==> src/rtl/resp_frame_tx.sv <==
// Response-frame transmitter: emits FE, L, CMD, payload, EF into a UART TX
// byte interface, forwarding payload bytes straight from the source stream.
module resp_frame_tx #(
    parameter int MAX_LEN = 16
) (
    input  logic       clk,
    input  logic       rst_n,
    input  logic       start_i,
    input  logic [7:0] cmd_i,
    input  logic [7:0] len_i,
    input  logic [7:0] pay_data_i,
    input  logic       pay_valid_i,
    output logic       pay_ready_o,
    output logic [7:0] tx_data_o,
    output logic       tx_valid_o,
    input  logic       tx_ready_i,
    output logic       busy_o,
    output logic       done_o
);

    localparam logic [7:0] MaxLen = 8'(MAX_LEN);

    typedef enum logic [2:0] {
        IDLE     = 3'd0,
        SEND_FE  = 3'd1,
        SEND_L   = 3'd2,
        SEND_CMD = 3'd3,
        SEND_PAY = 3'd4,
        SEND_EF  = 3'd5
    } state_e;

    state_e     state_q, state_d;
    logic [7:0] cmd_q, cmd_d;
    logic [7:0] len_q, len_d;
    logic [7:0] cnt_q, cnt_d;
    logic       done_q, done_d;
    logic [7:0] len_sat;

    assign len_sat = (len_i > MaxLen) ? MaxLen : len_i;
    assign done_o  = done_q;

    // NOTE: sequential state uses non-blocking (<=) so every register samples
    // the pre-edge values; blocking here would create order-dependent races.
    always_ff @(posedge clk or negedge rst_n) begin
        if (!rst_n) begin
            state_q <= IDLE;
            cmd_q   <= 8'h00;
            len_q   <= 8'h00;
            cnt_q   <= 8'h00;
            done_q  <= 1'b0;
        end else begin
            state_q <= state_d;
            cmd_q   <= cmd_d;
            len_q   <= len_d;
            cnt_q   <= cnt_d;
            done_q  <= done_d;
        end
    end

    // NOTE: every output of this block gets a default first, so no path
    // through the case can leave a signal unassigned and infer a latch.
    always_comb begin
        state_d     = state_q;
        cmd_d       = cmd_q;
        len_d       = len_q;
        cnt_d       = cnt_q;
        done_d      = 1'b0;
        tx_data_o   = 8'h00;
        tx_valid_o  = 1'b0;
        pay_ready_o = 1'b0;
        busy_o      = 1'b1;

        case (state_q)
            IDLE: begin
                busy_o = 1'b0;
                if (start_i) begin
                    cmd_d   = cmd_i;
                    len_d   = len_sat;
                    cnt_d   = 8'h00;
                    state_d = SEND_FE;
                end
            end
            SEND_FE: begin
                tx_data_o  = 8'hFE;
                tx_valid_o = 1'b1;
                if (tx_ready_i) state_d = SEND_L;
            end
            SEND_L: begin
                tx_data_o  = len_q + 8'd2;
                tx_valid_o = 1'b1;
                if (tx_ready_i) state_d = SEND_CMD;
            end
            SEND_CMD: begin
                tx_data_o  = cmd_q;
                tx_valid_o = 1'b1;
                if (tx_ready_i) state_d = (len_q != 8'h00) ? SEND_PAY : SEND_EF;
            end
            SEND_PAY: begin
                // Payload passes through combinationally; the source holds it on a stall.
                tx_data_o   = pay_data_i;
                tx_valid_o  = pay_valid_i;
                pay_ready_o = tx_ready_i;
                if (pay_valid_i && tx_ready_i) begin
                    cnt_d = cnt_q + 8'd1;
                    if (cnt_q == len_q - 8'd1) state_d = SEND_EF;
                end
            end
            SEND_EF: begin
                tx_data_o  = 8'hEF;
                tx_valid_o = 1'b1;
                if (tx_ready_i) begin
                    state_d = IDLE;
                    done_d  = 1'b1;
                end
            end
            default: begin
                busy_o  = 1'b0;
                state_d = IDLE;
            end
        endcase
    end

endmodule

==> config.mk <==
export PLATFORM = sky130hd
export DESIGN_NAME = resp_frame_tx
export DESIGN_NICKNAME = d
export VERILOG_FILES = /design/src/rtl/resp_frame_tx.sv
export SDC_FILE = /design/constraint.sdc
export NUM_CORES = 1
export LEC_CHECK = 0
export ABC_AREA = 1
export CORE_AREA = 8 8 83 85
export CTS_CLUSTER_DIAMETER = 80
export DETAILED_ROUTE_END_ITERATION = 8
export DIE_AREA = 0 0 91 93
export DONT_BUFFER_PORTS = 1
export SYNTH_ARGS = -nofsm -noshare
export SYNTH_HDL_FRONTEND = slang
export SYNTH_SLANG_ARGS = --single-unit
==> constraint.sdc <==
create_clock -name clk -period 2.4 [get_ports clk]
set_clock_uncertainty 0.15 [all_clocks]
set_input_delay 0.24 -clock clk [delete_from_list [all_inputs] [get_ports clk]]
set_output_delay 0.24 -clock clk [all_outputs]
set_load 0.05 [all_outputs]
==> flow_summary.html <==
<table>
<tr><th>Metric</th><th>Value</th></tr>
<tr><th colspan="2">STA</th></tr>
<tr><td>Post-route setup slack</td><td>162.6 ps</td></tr>
<tr><td>Setup repair after global routing missed its margin</td><td>true</td></tr>
<tr><td>Max Transition Viols Final</td><td>0</td></tr>
<tr><td>Tightest slew margin relative to the limit</td><td>0.6370</td></tr>
<tr><td>Final Setup Violations</td><td>0</td></tr>
<tr><td>Post-Route Setup TNS</td><td>0 ps</td></tr>
<tr><td>Worst-Margin Slew</td><td>543.0 ps</td></tr>
<tr><td>Final-report hold violation count</td><td>0</td></tr>
<tr><td>Max frequency</td><td>0.4469 GHz</td></tr>
<tr><td>Final period utilization</td><td>0.9322</td></tr>
<tr><td>Min Clock Period, post-route</td><td>2237 ps</td></tr>
<tr><th colspan="2">Drt</th></tr>
<tr><td>Antenna violation net count after detailed routing</td><td>0</td></tr>
<tr><td>DR DRC count</td><td>0</td></tr>
<tr><td>Initial DRC count</td><td>92</td></tr>
<tr><td>Detailed-route wire length</td><td>5308 µm</td></tr>
<tr><td>DRT Pass-1 Iters</td><td>4</td></tr>
<tr><td>Via/cell ratio</td><td>4.865</td></tr>
<tr><td>Detailed-route via count</td><td>1844</td></tr>
<tr><td>Routed length per placed instance</td><td>14.01 µm</td></tr>
<tr><th colspan="2">Finish</th></tr>
<tr><td># diodes</td><td>0</td></tr>
<tr><td>Area Overhead vs Synth</td><td>18.90%</td></tr>
<tr><td>Layout cell share with drive strength beyond 1</td><td>0.1217</td></tr>
<tr><td>Number of nets in the finished design</td><td>339</td></tr>
<tr><td>Final std cells w/o fill</td><td>379</td></tr>
<tr><td>Final non-filler cell area</td><td>2275 µm²</td></tr>
<tr><td>Layout filler cell count</td><td>623</td></tr>
<tr><th colspan="2">Global route</th></tr>
<tr><td>Maximum number of pins on one net before global-route repair</td><td>29</td></tr>
<tr><td>Antenna violations before repair</td><td>0</td></tr>
<tr><td>Via count of the first global-routing pass</td><td>1936</td></tr>
<tr><td>Global-route wire length before repair</td><td>9425 µm</td></tr>
<tr><td>Aggregate global routing overflow</td><td>0</td></tr>
<tr><td>GRT Total Usage</td><td>0.1340</td></tr>
<tr><th colspan="2">Clocking</th></tr>
<tr><td>Number of H-tree branching levels</td><td>1</td></tr>
<tr><td>CTS tree</td><td>done</td></tr>
<tr><td>Sink count of the clock tree</td><td>28</td></tr>
<tr><td>Clk Tree Root Cell</td><td>sky130_fd_sc_hd__clkbuf_8</td></tr>
<tr><td>Clock latency of the later-clocked register in the worst-skew pair</td><td>280 ps</td></tr>
<tr><td>Max Root-Sink Buffers</td><td>2</td></tr>
<tr><td>Num CTS Buffers</td><td>3</td></tr>
<tr><td>Clock-pin slew on the worst setup and hold paths</td><td>100 ps</td></tr>
<tr><th colspan="2">Worst setup path</th></tr>
<tr><td>Kind of start point of the critical path</td><td>flip-flop</td></tr>
<tr><td>Cell Chain, Critical Path</td><td>nor2_1, inv_1, nor2_1, buf_4, a22oi_1, nand3_1</td></tr>
<tr><td>Number of buffer and inverter stages on the critical path</td><td>2</td></tr>
<tr><td>Biggest cell delay along the critical path</td><td>500 ps</td></tr>
<tr><td>Largest driver fanout on the critical path</td><td>8</td></tr>
<tr><td>Setup slack of the worst register-to-register path</td><td>480 ps</td></tr>
<tr><td>Kind of capture point of the worst setup path</td><td>output port</td></tr>
<tr><td>Reg-to-reg endpoint</td><td>state_q[1]</td></tr>
<tr><td>Worst R2R Start</td><td>len_q[2]</td></tr>
<tr><td>Worst R2R Path Depth</td><td>12</td></tr>
<tr><td>Data arrival time of the worst path</td><td>1850 ps</td></tr>
<tr><td>Cell with the biggest individual delay on the critical path</td><td>sky130_fd_sc_hd__dfrtp_1</td></tr>
<tr><td>CP delay by family, top</td><td>simple AND/OR/NAND/NOR gates</td></tr>
<tr><td>Setup Crit Path Kind</td><td>reg -&gt; out</td></tr>
<tr><td>Critical path's most frequent cell</td><td>sky130_fd_sc_hd__nor2_1</td></tr>
<tr><td>CP required</td><td>2010 ps</td></tr>
<tr><th colspan="2">Floorplan</th></tr>
<tr><td>Effective utilization at floorplan</td><td>0.3371</td></tr>
<tr><td>Number of rows created at floorplan</td><td>28</td></tr>
<tr><td>Top-level port count</td><td>41</td></tr>
<tr><td>Die Wd</td><td>91 µm</td></tr>
<tr><td>Chip height</td><td>93 µm</td></tr>
<tr><td>Floorplan Core Area</td><td>5675 µm²</td></tr>
<tr><td>Die outline area</td><td>8463 µm²</td></tr>
<tr><th colspan="2">Min path</th></tr>
<tr><td>Class of the worst hold path</td><td>in -&gt; reg</td></tr>
<tr><td>Worst Hold Launch</td><td>len_i[4]</td></tr>
<tr><td>Worst hold path depth</td><td>3</td></tr>
<tr><td>Hold Path End</td><td>len_q[3]</td></tr>
<tr><th colspan="2">Logic synthesis</th></tr>
<tr><td>Seq cells post-synth</td><td>28</td></tr>
<tr><td>Number of distinct library cells after synthesis</td><td>29</td></tr>
<tr><td>YS warnings</td><td>0</td></tr>
<tr><td>Average instance area after synthesis</td><td>6.808 µm²</td></tr>
<tr><td>Post-Syn Instances</td><td>281</td></tr>
<tr><td>Area of the mapped netlist</td><td>1913 µm²</td></tr>
<tr><td>Seq/Total Area, Yosys</td><td>0.3663</td></tr>
<tr><td>Post-synthesis net count</td><td>314</td></tr>
<tr><th colspan="2">Placement</th></tr>
<tr><td>Placed inst area</td><td>2049 µm²</td></tr>
<tr><td>Gpl congestion</td><td>0.8324</td></tr>
<tr><td>Number of port buffers</td><td>0</td></tr>
<tr><td>Dpl ws</td><td>379.1 ps</td></tr>
<tr><td>Cells after DPL</td><td>360</td></tr>
<tr><td>Total half-perimeter wirelength after legalization and detailed placement</td><td>4014 µm</td></tr>
<tr><th colspan="2">Run status</th></tr>
<tr><td>Run status</td><td>finished, final reports clean</td></tr>
<tr><th colspan="2">Power</th></tr>
<tr><td>Portion of total power attributed to combinational logic</td><td>0.603</td></tr>
<tr><td>Reported leakage power</td><td>1.131 nW</td></tr>
<tr><td>Switching Share</td><td>0.5433</td></tr>
<tr><td>Internal power consumption</td><td>1.094 mW</td></tr>
<tr><td>Switch Pwr</td><td>1.301 mW</td></tr>
<tr><td>Worst vdd rail ir drop</td><td>692.6 µV</td></tr>
<tr><td>Power density over the cells</td><td>1053 nW/µm²</td></tr>
<tr><td>Clock share of power</td><td>0.112</td></tr>
<tr><td>Part of the power in registers</td><td>0.284</td></tr>
<tr><th colspan="2">Job</th></tr>
<tr><td>Max-cap violations</td><td>0</td></tr>
</table>
==> cells in the final DEF (no fill, tap or decap), types with 6 or more instances in the layout <==
master	count
sky130_fd_sc_hd__nand2_1	101
sky130_fd_sc_hd__buf_4	9
sky130_fd_sc_hd__inv_1	35
sky130_fd_sc_hd__dlygate4sd3_1	14
sky130_fd_sc_hd__inv_2	6
sky130_fd_sc_hd__nand3_1	21
sky130_fd_sc_hd__dfrtp_1	28
sky130_fd_sc_hd__nor2_1	20
sky130_fd_sc_hd__nand2_2	6
sky130_fd_sc_hd__o21ai_0	7
==> layer usage <==
metal  share of wire  up-vias  global-route usage
li1                -      940                   -
met1            0.46      846              0.1688
met2            0.47       49              0.2243
met3           0.052        9             0.02644
met4           0.019        0             0.04638
met5               0        -                   0
==> state kept, by name, summed over array words and instances (netlist names) <==
| register | flops |
|---|---|
| cmd_q | 8 |
| cnt_q | 8 |
| len_q | 8 |
| state_q | 3 |
| done_o | 1 |
==> logic make-up after synthesis <==
group	synth area share
xor gates and xnor gates	0.03205
AOI/OAI and AO/OA	0.07979
and+or+nand+nor	0.4022
DFF	0.3663
buffers and inverters	0.09352
adders and majority gates	0.02616
==> power groups by stage <==
stage / logic (mW) / clock network [mW] / registers, mW
2_1_floorplan: 1.09 / 0 / 0.667
3_3_place_gp: 1.39 / 0 / 0.687
3_5_place_dp: 1.40 / 0 / 0.689
4_1_cts: 1.43 / 0.279 / 0.680
5_1_grt: 1.59 / 0.291 / 0.699
6_report: 1.45 / 0.269 / 0.681
==> through the flow <==
stage	hold slack, ps	utilization	power [mW]
final	59.65	0.4008	2.395
after global routing	71.43	0.4008	2.584
after CTS	43.32	0.3966	2.393
after detailed placement	-204.8	0.3611	2.086
after global placement	-204.7	0.3611	2.080
after floorplan	-205.6	-	1.756
==> cell usage after synthesis (all sizes together) <==
| master | instances | area [µm²] |
|---|---|---|
| nand2 | 110 | 450.4 |
| o21a | 1 | 7.510 |
| a31oi | 1 | 6.260 |
| nor4 | 2 | 12.51 |
| inv | 41 | 153.9 |
| o32ai | 1 | 8.760 |
| dfrtp | 28 | 700.7 |
| o22ai | 4 | 25.02 |
| o31ai | 1 | 7.510 |
| a221oi | 1 | 8.760 |
| a21oi | 4 | 20.02 |
| ha | 4 | 50.05 |
| o2111ai | 1 | 8.760 |
| xor2 | 4 | 35.03 |
| a22oi | 2 | 15.01 |
| nand4 | 5 | 31.28 |
| nand3 | 21 | 105.1 |
| nor3 | 6 | 30.03 |
| buf | 5 | 25.02 |
| xnor2 | 3 | 26.28 |
| nor2 | 27 | 140.1 |
| o21ai | 9 | 45.04 |
==> worst reg2reg max path, stage by stage, from the launching register on <==
cell and delay [ps]:
sky130_fd_sc_hd__dfrtp_1 400, sky130_fd_sc_hd__buf_4 150, sky130_fd_sc_hd__inv_1 110, sky130_fd_sc_hd__ha_1 160
sky130_fd_sc_hd__nand2_1 90, sky130_fd_sc_hd__nor2_1 160, sky130_fd_sc_hd__nand2_1 90, sky130_fd_sc_hd__xor2_1 130
sky130_fd_sc_hd__nand3_1 110, sky130_fd_sc_hd__nand2_2 90, sky130_fd_sc_hd__nand2_1 90, sky130_fd_sc_hd__nand2_1 60
sky130_fd_sc_hd__nand2_1 50
==> area by class of cell <==
cell class / count / area, µm² / share of cell area
well taps: 75 / 93.84 / 0.04125
flip-flops and latches: 28 / 700.7 / 0.3080
multi-input cells: 207 / 1046 / 0.4598
inverters: 41 / 153.9 / 0.06766
repair buffers: 25 / 239.0 / 0.1051
clock buffers: 3 / 41.29 / 0.01815
==> worst max path at each step <==
stage               startpoint            to  cells past startpoint
floorplan           state_q[2]  tx_data_o[0]                      5
detailed placement  state_q[2]  tx_data_o[3]                      8
global placement    state_q[2]  tx_data_o[3]                      8
finish              state_q[2]  tx_data_o[2]                      6
CTS                 state_q[2]  tx_data_o[3]                      8
global route          len_q[1]  tx_data_o[7]                     10
==> repair_timing <==
action | CTS | global route
hold endpoints to repair | 41 | 0
resized for setup | 0 | 4
buffers inserted | 0 | 1
hold buffers | 15 | 0
endpoints found under the setup margin | 0 | 3
No activity file was read; power rests on OpenSTA's default activity.
